$ cat src/rtl/regfile_wport_arbiter.sv
// Round-robin arbiter for the shared register-file write port.
// Grants one of four write-back requesters per cycle and registers the selected write.
module regfile_wport_arbiter #(
  parameter int DATA_WIDTH = 32,
  parameter int ADDR_WIDTH = 5
) (
  input  logic                    Clk,
  input  logic                    Rst,
  input  logic [3:0]              ReqValid,
  input  logic [4*ADDR_WIDTH-1:0] ReqAddr,
  input  logic [4*DATA_WIDTH-1:0] ReqData,
  input  logic                    Stall,
  output logic [3:0]              ReqReady,
  output logic [1:0]              MuxSel,
  output logic                    RegWrite,
  output logic [ADDR_WIDTH-1:0]   WriteAddr,
  output logic [DATA_WIDTH-1:0]   WriteData
);

  logic [1:0]            ptr_q, ptr_d;
  logic [1:0]            mux_sel_q, mux_sel_d;
  logic                  reg_write_q, reg_write_d;
  logic [ADDR_WIDTH-1:0] write_addr_q, write_addr_d;
  logic [DATA_WIDTH-1:0] write_data_q, write_data_d;

  logic                  grant_vld;
  logic [1:0]            grant_idx;
  logic [1:0]            scan_idx;
  logic [ADDR_WIDTH-1:0] sel_addr;
  logic [DATA_WIDTH-1:0] sel_data;

  // Scan from the farthest candidate back to ptr so the closest valid one wins.
  // Only ReqValid, Stall, Rst and ptr feed the grant.
  always_comb begin
    grant_vld = 1'b0;
    grant_idx = ptr_q;
    scan_idx  = ptr_q;
    if (!Rst && !Stall) begin
      for (int k = 3; k >= 0; k--) begin
        scan_idx = ptr_q + 2'(k);
        if (ReqValid[scan_idx]) begin
          grant_vld = 1'b1;
          grant_idx = scan_idx;
        end
      end
    end
  end

  always_comb begin
    ReqReady = 4'b0000;
    if (grant_vld) ReqReady = 4'b0001 << grant_idx;
  end

  always_comb begin
    sel_addr     = ReqAddr[grant_idx*ADDR_WIDTH +: ADDR_WIDTH];
    sel_data     = ReqData[grant_idx*DATA_WIDTH +: DATA_WIDTH];
    ptr_d        = ptr_q;
    mux_sel_d    = mux_sel_q;
    reg_write_d  = 1'b0;
    write_addr_d = write_addr_q;
    write_data_d = write_data_q;
    if (grant_vld) begin
      ptr_d        = grant_idx + 2'd1;
      mux_sel_d    = grant_idx;
      write_addr_d = sel_addr;
      write_data_d = sel_data;
      // $zero is accepted but never written.
      reg_write_d  = (sel_addr != '0);
    end
  end

  always_ff @(posedge Clk) begin
    if (Rst) begin
      ptr_q        <= 2'd0;
      mux_sel_q    <= 2'd0;
      reg_write_q  <= 1'b0;
      write_addr_q <= '0;
      write_data_q <= '0;
    end else begin
      ptr_q        <= ptr_d;
      mux_sel_q    <= mux_sel_d;
      reg_write_q  <= reg_write_d;
      write_addr_q <= write_addr_d;
      write_data_q <= write_data_d;
    end
  end

  assign MuxSel    = mux_sel_q;
  assign RegWrite  = reg_write_q;
  assign WriteAddr = write_addr_q;
  assign WriteData = write_data_q;

endmodule

$ cat config.mk
export PLATFORM = sky130hd
export DESIGN_NAME = regfile_wport_arbiter
export DESIGN_NICKNAME = d
export VERILOG_FILES = /design/src/rtl/regfile_wport_arbiter.sv
export SDC_FILE = /design/constraint.sdc
export NUM_CORES = 1
export LEC_CHECK = 0
export ABC_AREA = 1
export BUFFER_PORTS_ARGS = -buffer_cell sky130_fd_sc_hd__buf_4
export CAP_MARGIN = 20
export CORE_UTILIZATION = 37
export CTS_CLUSTER_SIZE = 10
export DETAILED_ROUTE_END_ITERATION = 10
export GPL_TIMING_DRIVEN = 0
export PLACE_DENSITY = 0.72
export RECOVER_POWER = 100
export SETUP_SLACK_MARGIN = 0.3
export SLEW_MARGIN = 25
export SYNTH_ARGS = -nofsm -noshare
export SYNTH_HDL_FRONTEND = slang
export SYNTH_SLANG_ARGS = --single-unit
$ cat constraint.sdc
create_clock -name Clk -period 4.1 [get_ports Clk]
set_input_delay 0.205 -clock Clk [delete_from_list [all_inputs] [get_ports Clk]]
set_output_delay 0.205 -clock Clk [all_outputs]
set_load 0.1 [all_outputs]
==> metrics.md, run 1 <==
| Metric | Value |
|---|---|
| Synth Instances | `approximately 470` |
| WS Path Type | `reg2out` |
| CP required | `3.89 ns` |
| Internal | `0.00101 W` |
| Initial antenna violation count | `0` |
| Die width | `92.1 um` |
| # placed instances | `768` |
| # nets final | `832` |
| Post-CTS setup repair buffer count | `0` |
| Fin. Hold Viols | `0` |
| Comb pwr share | `a little under three fifths` |
| Setup ws final | `0.841 ns` |
| # setup viols final | `0` |
| Fmax | `0.307 GHz` |
| Via count | `3950` |
| CP startpoint kind | `register` |
| Starting Density | `around 38%` |
| Dpl hpwl | `between 8 and 9 mm` |
| GRT Total Usage | `25.7%` |
| WL per Instance | `between 10 and 15 um` |
| Setup TNS | `0 ns` |
| Syn Area/Cell | `6.42 sq um` |
| Worst Hold Class | `in2reg` |
| Sequential fraction of the synthesis area | `between 20% and 30%` |
| Worst-Skew Late Latency | `0.30 ns` |
| Worst Setup End Kind | `primary output` |
| Core area | `7810 sq um` |
| Area grow syn2layout | `51.7%` |
| Grt total ovfl | `0` |
| Design area | `4560 sq um` |
| Synth cell types | `28` |
| Layout cells sized above 1 | `31.6%` |
| Max transition margin | `19.1%` |
| Num CTS Buffers | `5` |
| Largest net degree at the start of global routing | `15` |
| Max Root-Sink Buffers | `2` |
| Filler Cell Count | `773` |
| Worst slew pin tran | `about 1.2 ns` |
| Detailed-route vias per instance | `between 5 and 6` |
| Power per Cell Area | `between 400 and 500 nW/um^2` |
| Final Non-Filler Cells | `776` |
| Max Cap Viol | `0` |
| Antenna diode instance count | `0` |
| Top Ports | `199` |
| Final worst clock skew | `~0.0076 ns` |
| Router iterations before antenna repair | `4` |
| First-pass GRT wire length | `17.5 mm` |
| Clk pwr share | `20.0%` |
| CP max FO | `10` |
| RSZ-0062 raised after global routing | `false` |
| DRC violations left | `0` |
| Hold buffers post-CTS | `0` |
| Final max-slew violation count | `0` |
| Crit path DAT | `3.05 ns` |
| Synth warn | `0` |
| Part of the power in registers | `25.0%` |
| Multi-input logic area | `1830 sq um` |
| Synth Net Count | `627` |
| Placed Area | `approximately 4600 sq um` |
| Root Buffer | `clkbuf_8` |
| DRT iter0 DRCs | `136` |
| Floorplan row count | `32` |
| Die height | `a little over 90 um` |
| Tcrit/Tclk final | `79.5%` |
| Final Util | `58.3%` |
| CTS resizes | `0` |
| Psw | `0.00100 W` |
| Drt total wl | `11.2 mm` |
| CTS tree | `yes` |
| VDD IR-drop max | `230 uV` |
| Number of buffers inserted by port buffering | `a little under 200` |
| Post-route antenna net violation count | `0` |
| Reg area | `approximately 840 sq um` |
| Maximum level of the CTS H-tree | `2` |
| Dpl ws | `1.64 ns` |
| Number of global-route vias before repair | `3750` |
| LEAKAGE | `2.29 nW` |
| Die area | `about 8500 sq um` |
| # clock sinks | `42` |
| #FFs+latches synth | `42` |
| Post-layout min period | `3.26 ns` |
| Status | `complete, no violations` |
| Placer Congestion | `0.936` |
| Switching portion of total power | `49.9%` |
| Synth Cell Area | `roughly 3000 sq um` |
| Clk pin slew, worst setup/hold paths | `~0.090 ns` |
==> cells by family after synthesis <==
| kind of cell | synth area share (%) |
|---|---|
| AND/OR/NAND/NOR | 44.5 |
| adder cells (fa/ha/maj) | 1.67 |
| AO/OA/AOI/OAI | 16.2 |
| buffers and inverters | 9.67 |
| flip-flops | 28.0 |
==> metrics by stage <==
| step | power [W] | hold slack [ns] |
|---|---|---|
| finish | 0.00201 | 0.0785 |
| global placement | 0.00167 | 0.398 |
| CTS | 0.00208 | 0.0776 |
| floorplan | 0.00134 | 0.274 |
| global route | 0.00211 | 0.0824 |
| detailed placement | 0.00168 | 0.399 |
==> synthesized netlist by cell type (all sizes together) <==
library cell	n	share of area, %
buf	24	6.3
clkbuf	8	1.0
nand3	95	16
nand2	189	25
a21oi	49	9.3
dfxtp	42	28
a31oi	2	0.92
a31o	15	4.4
ha	4	1.7
nand4	2	1.1
o21ai	9	1.6
nor2	11	2.0
inv	18	2.3
==> final timing paths <==
kind | startpoint | end | slack, ns | cells after the start
max reg2reg | ptr_q[0]$_SDFFE_PP0P_ | WriteData[18]$_SDFFE_PP0P_ | 1.10 | 10
min reg2reg | WriteData[9]$_SDFFE_PP0P_ | WriteData[9]$_SDFFE_PP0P_ | 0.48 | 2
max | ptr_q[0]$_SDFFE_PP0P_ | ReqReady[3] | 0.84 | 9
min | Rst | MuxSel[0]$_SDFFE_PP0P_ | 0.08 | 2
==> layout by cell type (no fill, tap or decap), types with 3 or more instances in the layout <==
| cell | instances |
|---|---|
| a21oi_1 | 44 |
| a21oi_2 | 5 |
| a31o_1 | 15 |
| buf_2 | 5 |
| buf_4 | 164 |
| buf_6 | 8 |
| clkbuf_1 | 51 |
| clkbuf_8 | 5 |
| dfxtp_1 | 42 |
| ha_1 | 4 |
| inv_1 | 12 |
| inv_2 | 4 |
| nand2_1 | 179 |
| nand2_2 | 7 |
| nand2_4 | 3 |
| nand3_1 | 93 |
| nor2_1 | 10 |
| o21ai_0 | 7 |
==> flip-flops by register name, summed over array words and instances (netlist names) <==
signal,cells
WriteData,32
WriteAddr,5
MuxSel,2
ptr_q,2
RegWrite,1
==> critical path: stages, from the launching register on <==
cell	delay, ns
dfxtp_1	0.37
buf_6	0.17
nand2_1	0.07
o21ai_2	0.09
clkinv_1	0.09
a31oi_1	0.86
inv_4	0.14
clkbuf_1	0.31
nor2_1	0.17
clkbuf_2	0.48
==> power groups by stage <==
stage               combinational [W]  clock, W  sequential [W]
finish                        0.00111  0.000402        0.000502
global route                  0.00118  0.000422        0.000509
CTS                           0.00117  0.000407        0.000504
detailed placement            0.00117         0        0.000513
global placement              0.00116         0        0.000510
floorplan                    0.000419         0        0.000925
==> routing by layer <==
| metal | wire length (um) | up-vias | global-route usage, % |
|---|---|---|---|
| met3 | 973 | 15 | 4.89 |
| met5 | 0 | - | 0 |
| met1 | 4570 | 1773 | 30.9 |
| met4 | 161 | 0 | 7.42 |
| met2 | 5450 | 192 | 46.3 |
| li1 | - | 1970 | - |
==> cell type report <==
type	instances	share of cell area [%]
sequential	42	18.5
buffer	32	4.75
inverter	18	1.54
multi-input combinational	376	40.2
timing repair buffer	198	29.2
tap	102	2.80
clock buffer	5	1.51
clock inverter	3	1.51
No activity file was read; power rests on OpenSTA's default activity.
==> run 2: changes to the inputs <==
- PLACE_DENSITY: 0.72 -> 0.75
- clock period: 4.1 -> 2.9 ns (I/O delays scaled with it)
==> metrics.md, run 2 (synthesis results as in run 1) <==
| Metric | Value |
|---|---|
| Status | `complete, no violations` |
| Floorplan row count | `32` |
| Total chip power | `around 0.0028 W` |
| Post-layout min period | `2.63 ns` |
| CP max FO | `11` |
| CP Buf/Inv Count | `5` |
| Final Util | `between 60 and 70%` |
| Max Cap Viol | `0` |
| Crit-path max cell delay | `about 0.41 ns` |
| Reg2reg start | `ptr_q[0]$_SDFFE_PP0P_` |
| Hold path endpoint | `MuxSel[0]$_SDFFE_PP0P_` |
| Final max-slew violation count | `0` |
| Hold path start | `Rst` |
| Worst-Skew Late Latency | `0.29 ns` |
| Setup TNS | `0 ns` |
| Largest net degree at the start of global routing | `13` |
| Placer Congestion | `0.849` |
| CP required | `2.76 ns` |
| CP top delay family | `simple AND/OR/NAND/NOR gates` |
| Worst slew pin tran | `1.21 ns` |
| DRC violations left | `0` |
| Num CTS Buffers | `5` |
| GRT Total Usage | `25.4%` |
| Starting Density | `around 38%` |
| Worst flop-to-flop path endpoint | `WriteData[22]$_SDFFE_PP0P_` |
| Detailed-route vias per instance | `5.06` |
| Power per Cell Area | `598 nW/um^2` |
| R2R cell count | `14` |
| Antenna diode instance count | `0` |
| Commonest cells after routing, fill and taps aside | `nand2_1, buf_4, nand3_1` |
| Worst hold path cell count | `2` |
| Critical path depth | `13` |
| # nets final | `approximately 840` |
| LEAKAGE | `about 2.3 nW` |
| # clock sinks | `42` |
| Crit path DAT | `2.48 ns` |
| RSZ-0062 raised after global routing | `true` |
| Crit-path cells | `buf_8 -> nand2_1 -> nand2_1 -> nor2_4 -> nor2_4 -> nand4_1 -> nand2_4 -> buf_6 -> buf_8 -> ha_1 -> inv_1 -> nor2_2 -> buf_12` |
| Tcrit/Tclk final | `90.6%` |
| Number of buffers inserted by port buffering | `between 150 and 200` |
| Max transition margin | `between 10% and 20%` |
| Area grow syn2layout | `57.2%` |
| Worst Setup End Kind | `primary output` |
| Worst Hold Class | `in2reg` |
| Dpl hpwl | `8.78 mm` |
| Final hold slack | `0.0241 ns` |
| Core area | `just under 8000 sq um` |
| CP max-delay cell | `dfxtp_1` |
| Hold buffers post-CTS | `0` |
| Fin. Hold Viols | `0` |
| Root Buffer | `clkbuf_8` |
| Layout cells sized above 1 | `approximately a third` |
| Die width | `92.1 um` |
| Reg area | `approximately 840 sq um` |
| Die height | `92.1 um` |
| CTS tree | `yes` |
| Final worst clock skew | `0.0149 ns` |
| WL per Instance | `roughly 15 um` |
| Router iterations before antenna repair | `4` |
| Post-route antenna net violation count | `0` |
| Top Ports | `199` |
| Drt total wl | `11.3 mm` |
| WS Path Type | `reg2out` |
| Number of global-route vias before repair | `approximately 3600` |
| Commonest non-fill, non-tap cell in the layout | `nand2_1` |
| Max Root-Sink Buffers | `2` |
| Filler Cell Count | `794` |
| Initial antenna violation count | `0` |
| Die area | `8480 sq um` |
| VDD IR-drop max | `293 uV` |
| Multi-input logic area | `about 1900 sq um` |
| DRT iter0 DRCs | `roughly 160` |
| Via count | `3946` |
| # setup viols final | `0` |
| Max FFs per register | `32` |
| First-pass GRT wire length | `17.1 mm` |
| Grt total ovfl | `0` |
| Maximum level of the CTS H-tree | `2` |
| Worst R2R Setup Slack | `0.38 ns` |
| Clk pin slew, worst setup/hold paths | `roughly 0.090 ns` |
| Fmax | `0.380 GHz` |
| CP startpoint kind | `register` |
[run 2: final cells by class]
type	instances	share of cell area, %
Buffer	32	5.30
Multi-Input combinational cell	376	40.0
Clock buffer	6	1.75
Tap cell	102	2.70
Timing Repair Buffer	203	30.1
Inverter	18	1.64
Sequential cell	42	17.8
Clock inverter	1	0.636
[run 2: power breakdown]
part / internal (W) / leakage, nW / switching (W) / total, W
Combinational: 0.000459 / 1.91 / 0.00117 / 0.00163
Clock: 0.000276 / 0.0573 / 0.000207 / 0.000483
Sequential: 0.000663 / 0.349 / 0.0000503 / 0.000713
[run 2: per-stage QoR]
step	worst slack [ns]	area (sq um)	cells
floorplan	0.351	3010	468
global placement	0.518	4630	768
detailed placement	0.480	4630	768
CTS	0.301	4810	776
global route	0.145	4720	780
finish	0.271	4720	780
[run 2: layer usage]
layer  part of all wire [%]  track usage [%]
met1                     42             30.7
met5                      0                0
met2                     50             46.6
met4                   0.87             6.25
met3                    7.1             3.90
[run 2: repair_timing]
action | CTS | global route
pin swaps | 2 | 1
setup endpoints to repair | 4 | 4
gates resized for setup | 17 | 18
setup buffers | 1 | 4
[run 2: worst max path at each step]
stage,startpoint,endpoint,slack [ns]
after floorplan,ptr_q[0]$_SDFFE_PP0P_,ReqReady[0],0.35
after global placement,ptr_q[0]$_SDFFE_PP0P_,ReqReady[3],0.52
after detailed placement,ptr_q[0]$_SDFFE_PP0P_,ReqReady[2],0.48
after CTS,ptr_q[0]$_SDFFE_PP0P_,ReqReady[3],0.30
after global routing,ptr_q[0]$_SDFFE_PP0P_,ReqReady[2],0.14
final,ptr_q[0]$_SDFFE_PP0P_,ReqReady[2],0.27
